## config.mk

```make
export PLATFORM = sky130hd
export DESIGN_NAME = por_sequencer
export DESIGN_NICKNAME = d
export VERILOG_FILES = /design/src/rtl/por_sequencer.sv
export SDC_FILE = /design/constraint.sdc
export NUM_CORES = 1
export LEC_CHECK = 0
export BUFFER_PORTS_ARGS = -buffer_cell sky130_fd_sc_hd__buf_2
export CAP_MARGIN = 5
export CORE_ASPECT_RATIO = 1.2
export CORE_MARGIN = 2
export CORE_UTILIZATION = 51
export CTS_CLUSTER_DIAMETER = 40
export DETAILED_ROUTE_END_ITERATION = 7
export GPL_TIMING_DRIVEN = 0
export PLACE_DENSITY = 0.81
export SYNTH_ARGS = -nofsm -noshare
export SYNTH_HDL_FRONTEND = slang
export SYNTH_SLANG_ARGS = --single-unit
```

## constraint.sdc

```tcl
create_clock -name iClk -period 1.9 [get_ports iClk]
set_input_delay 0.38 -clock iClk [delete_from_list [all_inputs] [get_ports iClk]]
set_output_delay 0.38 -clock iClk [all_outputs]
set_load 0.005 [all_outputs]
```

## src/rtl/por_sequencer.sv

```systemverilog
// por_sequencer: after a synchronised power-good, releases NUM_STAGES active-low resets one by one, STAGE_DLY cycles apart.
// Registered outputs. Defining POR_SEQ_ACK_EN adds a per-stage acknowledge wait, with a timeout that sets oFault.
module por_sequencer #(
  parameter int NUM_STAGES  = 4,
  parameter int CNT_W       = 16,
  parameter int STAGE_DLY   = 30000,
  parameter int SYNC_STAGES = 3,
  parameter int ACK_TMO     = 65535
) (
  input  logic                              iClk,
  input  logic                              iRst_n,
  input  logic                              iPwrGood,
  input  logic                              iRstReq,
`ifdef POR_SEQ_ACK_EN
  input  logic [NUM_STAGES-1:0]             iStageAck,
`endif
  output logic [NUM_STAGES-1:0]             oStageRst_n,
  output logic [$clog2(NUM_STAGES+1)-1:0]   oStage,
  output logic                              oDone,
  output logic                              oFault
);
  localparam int STG_W = $clog2(NUM_STAGES+1);
  localparam logic [CNT_W-1:0] DLY_LAST = CNT_W'(STAGE_DLY-1);

`ifdef POR_SEQ_ACK_EN
  typedef enum logic [2:0] {WAIT_PG, COUNT, WAIT_ACK, DONE, HOLD} state_t;
  localparam logic [CNT_W-1:0] TMO_LAST = CNT_W'(ACK_TMO-1);
  localparam logic [STG_W-1:0] STG_ALL  = STG_W'(NUM_STAGES);
`else
  typedef enum logic [2:0] {WAIT_PG, COUNT, DONE, HOLD} state_t;
  localparam logic [STG_W-1:0] STG_LAST = STG_W'(NUM_STAGES-1);
`endif

  state_t state, stateNxt;
  logic [CNT_W-1:0] cnt, cntNxt;
  logic [NUM_STAGES-1:0] rstNxt;
  logic [STG_W-1:0] stageNxt;
  logic doneNxt;
  logic [SYNC_STAGES-1:0] pgSync, reqSync;
  logic pgS, reqS, abort;

  always_ff @(posedge iClk) begin
    if (!iRst_n) begin
      pgSync  <= '0;
      reqSync <= '0;
    end else begin
      pgSync  <= {pgSync[SYNC_STAGES-2:0], iPwrGood};
      reqSync <= {reqSync[SYNC_STAGES-2:0], iRstReq};
    end
  end

  assign pgS   = pgSync[SYNC_STAGES-1];
  assign reqS  = reqSync[SYNC_STAGES-1];
  assign abort = ~pgS | reqS;

`ifdef POR_SEQ_ACK_EN
  logic [NUM_STAGES-1:0] ackSync [SYNC_STAGES];
  logic [NUM_STAGES-1:0] ackS;
  logic ackSel, faultQ, faultNxt;

  always_ff @(posedge iClk) begin
    if (!iRst_n) begin
      for (int i = 0; i < SYNC_STAGES; i++) ackSync[i] <= '0;
    end else begin
      ackSync[0] <= iStageAck;
      for (int i = 1; i < SYNC_STAGES; i++) ackSync[i] <= ackSync[i-1];
    end
  end

  assign ackS = ackSync[SYNC_STAGES-1];

  // Ack of the most recently released stage (oStage already points one past it)
  always_comb begin
    ackSel = 1'b0;
    for (int i = 0; i < NUM_STAGES; i++)
      if (oStage == STG_W'(i+1)) ackSel = ackS[i];
  end

  assign oFault = faultQ;
`else
  localparam logic faultQ = 1'b0;
  assign oFault = 1'b0;
`endif

  always_ff @(posedge iClk) begin
    if (!iRst_n) begin
      state       <= WAIT_PG;
      cnt         <= '0;
      oStageRst_n <= '0;
      oStage      <= '0;
      oDone       <= 1'b0;
`ifdef POR_SEQ_ACK_EN
      faultQ      <= 1'b0;
`endif
    end else begin
      state       <= stateNxt;
      cnt         <= cntNxt;
      oStageRst_n <= rstNxt;
      oStage      <= stageNxt;
      oDone       <= doneNxt;
`ifdef POR_SEQ_ACK_EN
      faultQ      <= faultNxt;
`endif
    end
  end

  always_comb begin
    stateNxt = state;
    if (faultQ)
      stateNxt = HOLD;
    else if (abort)
      stateNxt = reqS ? HOLD : WAIT_PG;
    else begin
      case (state)
        WAIT_PG: stateNxt = COUNT;
        COUNT: begin
          if (cnt == DLY_LAST) begin
`ifdef POR_SEQ_ACK_EN
            stateNxt = WAIT_ACK;
`else
            stateNxt = (oStage == STG_LAST) ? DONE : COUNT;
`endif
          end
        end
`ifdef POR_SEQ_ACK_EN
        WAIT_ACK: begin
          if (ackSel)                stateNxt = (oStage == STG_ALL) ? DONE : COUNT;
          else if (cnt == TMO_LAST)  stateNxt = HOLD;
        end
`endif
        HOLD:    stateNxt = WAIT_PG;
        default: stateNxt = state;
      endcase
    end
  end

  // Abort clears everything and takes priority over a release due on the same edge
  always_comb begin
    rstNxt   = oStageRst_n;
    stageNxt = oStage;
    doneNxt  = oDone;
    cntNxt   = '0;
`ifdef POR_SEQ_ACK_EN
    faultNxt = faultQ;
`endif
    if (abort || faultQ) begin
      rstNxt   = '0;
      stageNxt = '0;
      doneNxt  = 1'b0;
    end else begin
      case (state)
        COUNT: begin
          if (cnt == DLY_LAST) begin
            for (int i = 0; i < NUM_STAGES; i++)
              if (oStage == STG_W'(i)) rstNxt[i] = 1'b1;
            stageNxt = oStage + 1'b1;
`ifndef POR_SEQ_ACK_EN
            doneNxt  = (oStage == STG_LAST);
`endif
          end else begin
            cntNxt = cnt + 1'b1;
          end
        end
`ifdef POR_SEQ_ACK_EN
        WAIT_ACK: begin
          if (ackSel) begin
            doneNxt = (oStage == STG_ALL);
          end else if (cnt == TMO_LAST) begin
            faultNxt = 1'b1;
            rstNxt   = '0;
            stageNxt = '0;
          end else begin
            cntNxt = cnt + 1'b1;
          end
        end
`endif
        default: ;
      endcase
    end
  end
endmodule

```

==> flow_metrics.tcl, run 1 <==
set metrics [dict create \
    status "finished clean" \
    area_growth_pct 13.3 \
    start_kind "register" \
    gp_congestion 0.901 \
    cp.required_ps 2170 \
    routed_via_density 5.26 \
    cp_max_fo 9 \
    p_leak_nw 0.606 \
    path_buf_inv 1 \
    antenna_cells 0 \
    synth_edf_count 0 \
    path_class "reg2reg" \
    dp_hpwl_mm 1.79 \
    die_h_um 61.4 \
    grt_use_total_pct 17.5 \
    grt-ovfl-total 0 \
    endpoint_kind "register" \
    powerDensity_nw_per_um2 681 \
    synthArstFlopShare_pct 0 \
    grt_pass1_vias 998 \
    post-route-drc-count 0 \
    cap_viol_max_count 0 \
    ys_seq_area_share_pct 45.8 \
    ctsHoldBuffers 0 \
    period_needed_ps 1820 \
    dp_cells 193 \
    worstSkewPairLatency_ps 340 \
    drt_iter0_markers 16 \
    synth_cells 149 \
    hold_class "in2reg" \
    clk_path_buf_depth 2 \
    timing.final.crit_share_pct 95.7 \
    stdcell_area_um2 1590 \
    core_um2 2580 \
    cts_made_buffers 5 \
    fmax_mhz 550 \
    finClkSkew_ps 17.0 \
    critPathLaunch "cnt[7]" \
    slowest_delay_ps 530 \
    wl_per_cell_um 12.1 \
    rows 20 \
    root_buffer "clkbuf_4" \
    first_pass_iters 4 \
    setup_violations 0 \
    rsz0062_at_grt "true" \
    crit_arrival_ps 2080 \
    layout-drive-gt1-share_pct 17.8 \
    grt_pass1_wl_mm 4.10 \
    clk_pin_slew_ps 110 \
    slew_viol_final 0 \
    max-vdd-ir-drop_v 0.000572 \
    num-nets-final 178 \
    avgSynthCellArea_um2 9.39 \
    synth_ff_type "dfxtp_1" \
    yosys.area.top_type "dfxtp_1" \
    synth_top_area_share_pct 45.8 \
    synth_commonest_cells "dfxtp_1, nor2_1, nand2_1" \
    cts_tree "done" \
    r2r_start "cnt[7]" \
    cts_sinks 32 \
    total_power_mw 1.08 \
    io-pin-count 13 \
    die_area_um2 3180 \
    fin_ws_ps 81.5 \
    num-fill-cells 215 \
    dp_slack_ps -46.2 \
    critPathSlowestCell "or4_4" \
    hold_violations 0 \
    path_delay_family "simple AND/OR/NAND/NOR gates" \
    place_area_um2 1500 \
    antenna_found_initial 0 \
    start_util_pct 54.3 \
    cts_max_level 2 \
    numPortBuffers 11 \
    path_cells "or3_1, or4_4, nor3_4, buf_12, mux2i_1" \
    finish.utilization_pct 61.5 \
    hold_path_startpoint "iRstReq" \
    syn-cell-area_um2 1400 \
    tns_ps 0 \
    synth_nets 159 \
    grt_max_degree 12 \
    fin_cells 202 \
    yosysWarnings 0 \
    ant_nets 0 \
    ys_types 35 \
    num_vias 1062 \
    die_w_um 51.8 \
    synth_area_leaders "dfxtp_1, xor2_1, ha_1, nor2_1, and2_1" \
    yosysMostFrequentCell "dfxtp_1" \
    routed_wirelength_mm 2.45 \
    ys_seq_elements 32 \
    hold_ws_ps 236 \
]
-- cells in the final DEF, fill, tap and decap left out, types with 5 or more instances in the layout --
cell,netlist,layout
and2_1,9,9
buf_2,0,11
clkbuf_4,0,5
dfxtp_1,32,30
ha_1,6,6
inv_1,5,5
nand2_1,13,13
nand3_1,6,6
nand4_1,8,8
nor2_1,17,17
xor2_1,9,9
-- logic make-up (layout without fill, tap and decap cells) --
logic type	after synthesis	in the layout	synth area share (%)
mux	4	4	2.86
simple gates	71	71	27.8
other cells	1	1	0.268
flops	32	32	45.8
fa+ha+maj	6	6	5.37
xor+xnor	13	13	8.14
compound gates	11	11	5.99
buf+inv	11	31	3.76
-- state kept, by name, indices dropped and copies added, names as in the netlist --
| name | count |
|---|---|
| reqSync | 3 |
| oDone | 1 |
| oStageRst_n | 4 |
| state | 2 |
| oStage | 3 |
| pgSync | 3 |
| cnt | 16 |
-- worst reg2reg max path: stages, from the launching register on --
cell and delay (ps):
dfxtp_2 360, or3_1 360, or4_4 530, nor3_4 170
buf_12 150, mux2i_1 190
-- report_power, final --
group	internal (mW)	leakage [nW]	switching (mW)
Sequential	0.676	0.260	0.00277
Clock	0.142	0.0349	0.241
Combinational	0.00869	0.311	0.00836
-- timing repair --
action | in CTS | in global routing
resized for setup | 1 | 2
buffers inserted | 1 | 1
setup endpoints to repair | 14 | 16
-- layer usage --
layer | wire length, µm | global-route usage [%] | up-vias
met3 | 74 | 4.61 | 5
met4 | 45 | 9.02 | 0
li1 | - | - | 544
met5 | 0 | 0 | -
met1 | 1070 | 18.6 | 499
met2 | 1260 | 32.1 | 14
-- worst paths after layout --
check | endpoint | slack (ps) | cells after the start
min reg2reg | reqSync[1] | 450 | 1
max reg2reg | oStage[0] | 80 | 5
max | oStage[0] | 80 | 5
min | reqSync[0] | 240 | 2
-- final cells by class --
cell class / instances / area, µm² / area share [%]
clock buffer: 5 / 37.5 / 2.37
buffer: 5 / 30.0 / 1.89
inverter: 5 / 18.8 / 1.18
tap: 33 / 41.3 / 2.60
multi-input combinational: 106 / 713 / 45.0
sequential: 32 / 643 / 40.6
clock inverter: 3 / 18.8 / 1.18
timing repair buffer: 13 / 82.6 / 5.21
No activity file was read; power rests on OpenSTA's default activity.
==> run 2: changes to the inputs <==
BUFFER_PORTS_ARGS = not set   (was -buffer_cell sky130_fd_sc_hd__buf_2)
CORE_UTILIZATION = 54   (was 51)
DONT_BUFFER_PORTS = 1   (was not set)
PLACE_DENSITY = 0.8   (was 0.81)
SKIP_CTS_REPAIR_TIMING = 1   (was not set)
==> run 2 against run 1 <==
Clock power barely moved. Worst hold slack worse by 82 ps. Combinational power shrank 16%. Cell count shrank 4.0%. Critical endpoint is now cnt[2]. Sequential power is essentially flat. Setup slack got worse by 110 ps. Highest routed layer unchanged. Count of clock-buffer cells in the layout is the same. The flow now finishes with violations (negative setup slack).
==> flow_metrics.tcl, run 2 (same netlist as run 1, synthesis figures left out) <==
set metrics [dict create \
    cts_max_level 2 \
    timing.final.crit_share_pct 101 \
    numPortBuffers 0 \
    grt_max_degree 12 \
    largest_register_ffs 16 \
    finClkSkew_ps 16.2 \
    hold_class "in2reg" \
    grt_pass1_vias 1016 \
    die_w_um 50.5 \
    hold_violations 0 \
    clk_pin_slew_ps 100 \
    core_um2 2500 \
    post-route-drc-count 0 \
    cp.required_ps 2150 \
    grt_pass1_wl_mm 4.22 \
    num-nets-final 170 \
    antenna_found_initial 0 \
    dp_hpwl_mm 1.78 \
    cts_sinks 32 \
    cts_made_buffers 5 \
    worstSkewPairLatency_ps 350 \
    drt_iter0_markers 7 \
    period_needed_ps 1920 \
    area_growth_pct 11.3 \
    max-vdd-ir-drop_v 0.000632 \
    clk_path_buf_depth 2 \
    setup_violations 13 \
    first_pass_iters 4 \
    crit_arrival_ps 2170 \
    layout-drive-gt1-share_pct 13.7 \
    num_vias 1053 \
    die_h_um 59.8 \
    antenna_cells 0 \
    hold_ws_ps 154 \
    grt_use_total_pct 19.4 \
    wl_per_cell_um 12.9 \
    grt-ovfl-total 0 \
    largestRegisters "cnt: 16 flops, oStageRst_n: 4 flops" \
    io-pin-count 13 \
    start_kind "register" \
    cp_max_fo 10 \
    gp_congestion 0.962 \
    die_area_um2 3020 \
    slew_viol_final 0 \
    routed_via_density 5.43 \
    fmax_mhz 520 \
    endpoint_kind "register" \
    p_leak_nw 0.563 \
    status "finished with violations" \
    routed_wirelength_mm 2.50 \
    rows 20 \
    violations "negative setup slack" \
    root_buffer "clkbuf_4" \
    cap_viol_max_count 0 \
    start_util_pct 55.9 \
    regMostFlops "cnt" \
    mostFrequentLayoutCell "dfxtp_1" \
    cts_tree "done" \
    powerDensity_nw_per_um2 690 \
    final_cell_mix "dfxtp_1, nor2_1, nand2_1" \
    rsz0062_at_grt "true" \
    ant_nets 0 \
    path_class "reg2reg" \
    fin_ws_ps -24.3 \
    total_power_mw 1.07 \
]
[run 2: cell count changes in the layout (fill, tap and decap cells not counted)]
cell   change
buf_6      +1
buf_2     -11
buf_4      +2
[run 2: layout make-up]
cell class | instances | area [µm²]
Timing Repair Buffer | 5 | 53.8
Clock inverter | 3 | 18.8
Clock buffer | 5 | 37.5
Inverter | 5 | 18.8
Fill cell | 219 | 946
Multi-Input combinational cell | 106 | 713
Sequential cell | 32 | 643
Buffer | 5 | 30.0
Tap cell | 33 | 41.3
[run 2: report_power, final]
group	switching, mW	leakage (nW)	total (mW)	internal, mW
Combinational	0.00745	0.268	0.0142	0.00672
Sequential	0.00283	0.260	0.679	0.676
Clock	0.239	0.0349	0.381	0.142
Total	0.250	0.563	1.07	0.825
[run 2: worst max-delay path, stage by stage (launching register included)]
cell and delay, ps:
dfxtp_2 360, or3_1 370, or4_4 520, buf_4 160, o21ai_4 200, buf_6 170, nor2_1 50
[run 2: worst paths after layout]
| check | from | to | slack, ps | cells past startpoint |
|---|---|---|---|---|
| max | cnt[7] | cnt[2] | -20 | 6 |
| min | iPwrGood | pgSync[0] | 150 | 1 |
| max reg2reg | cnt[7] | cnt[2] | -20 | 6 |
| min reg2reg | reqSync[1] | reqSync[2] | 450 | 1 |
[run 2: per-layer routing]
layer	track usage [%]	up-vias	wire length, µm
met4	9.65	0	47
met1	18.5	500	953
met2	35.5	15	1370
met3	8.25	5	124
li1	-	533	-
met5	0	-	0
[run 2: through the flow]
step                TNS [ps]  util [%]  setup slack (ps)  cell area (µm²)  std cells
finish                  -200      62.2             -24.3             1560        194
global route           -1210      62.2             -87.3             1560        194
CTS                    -1240      59.8             -99.8             1500        190
detailed placement     -1050      57.6             -92.5             1440        182
global placement        -232      57.6             -26.9             1440        182
floorplan                  0         -               113             1400        149
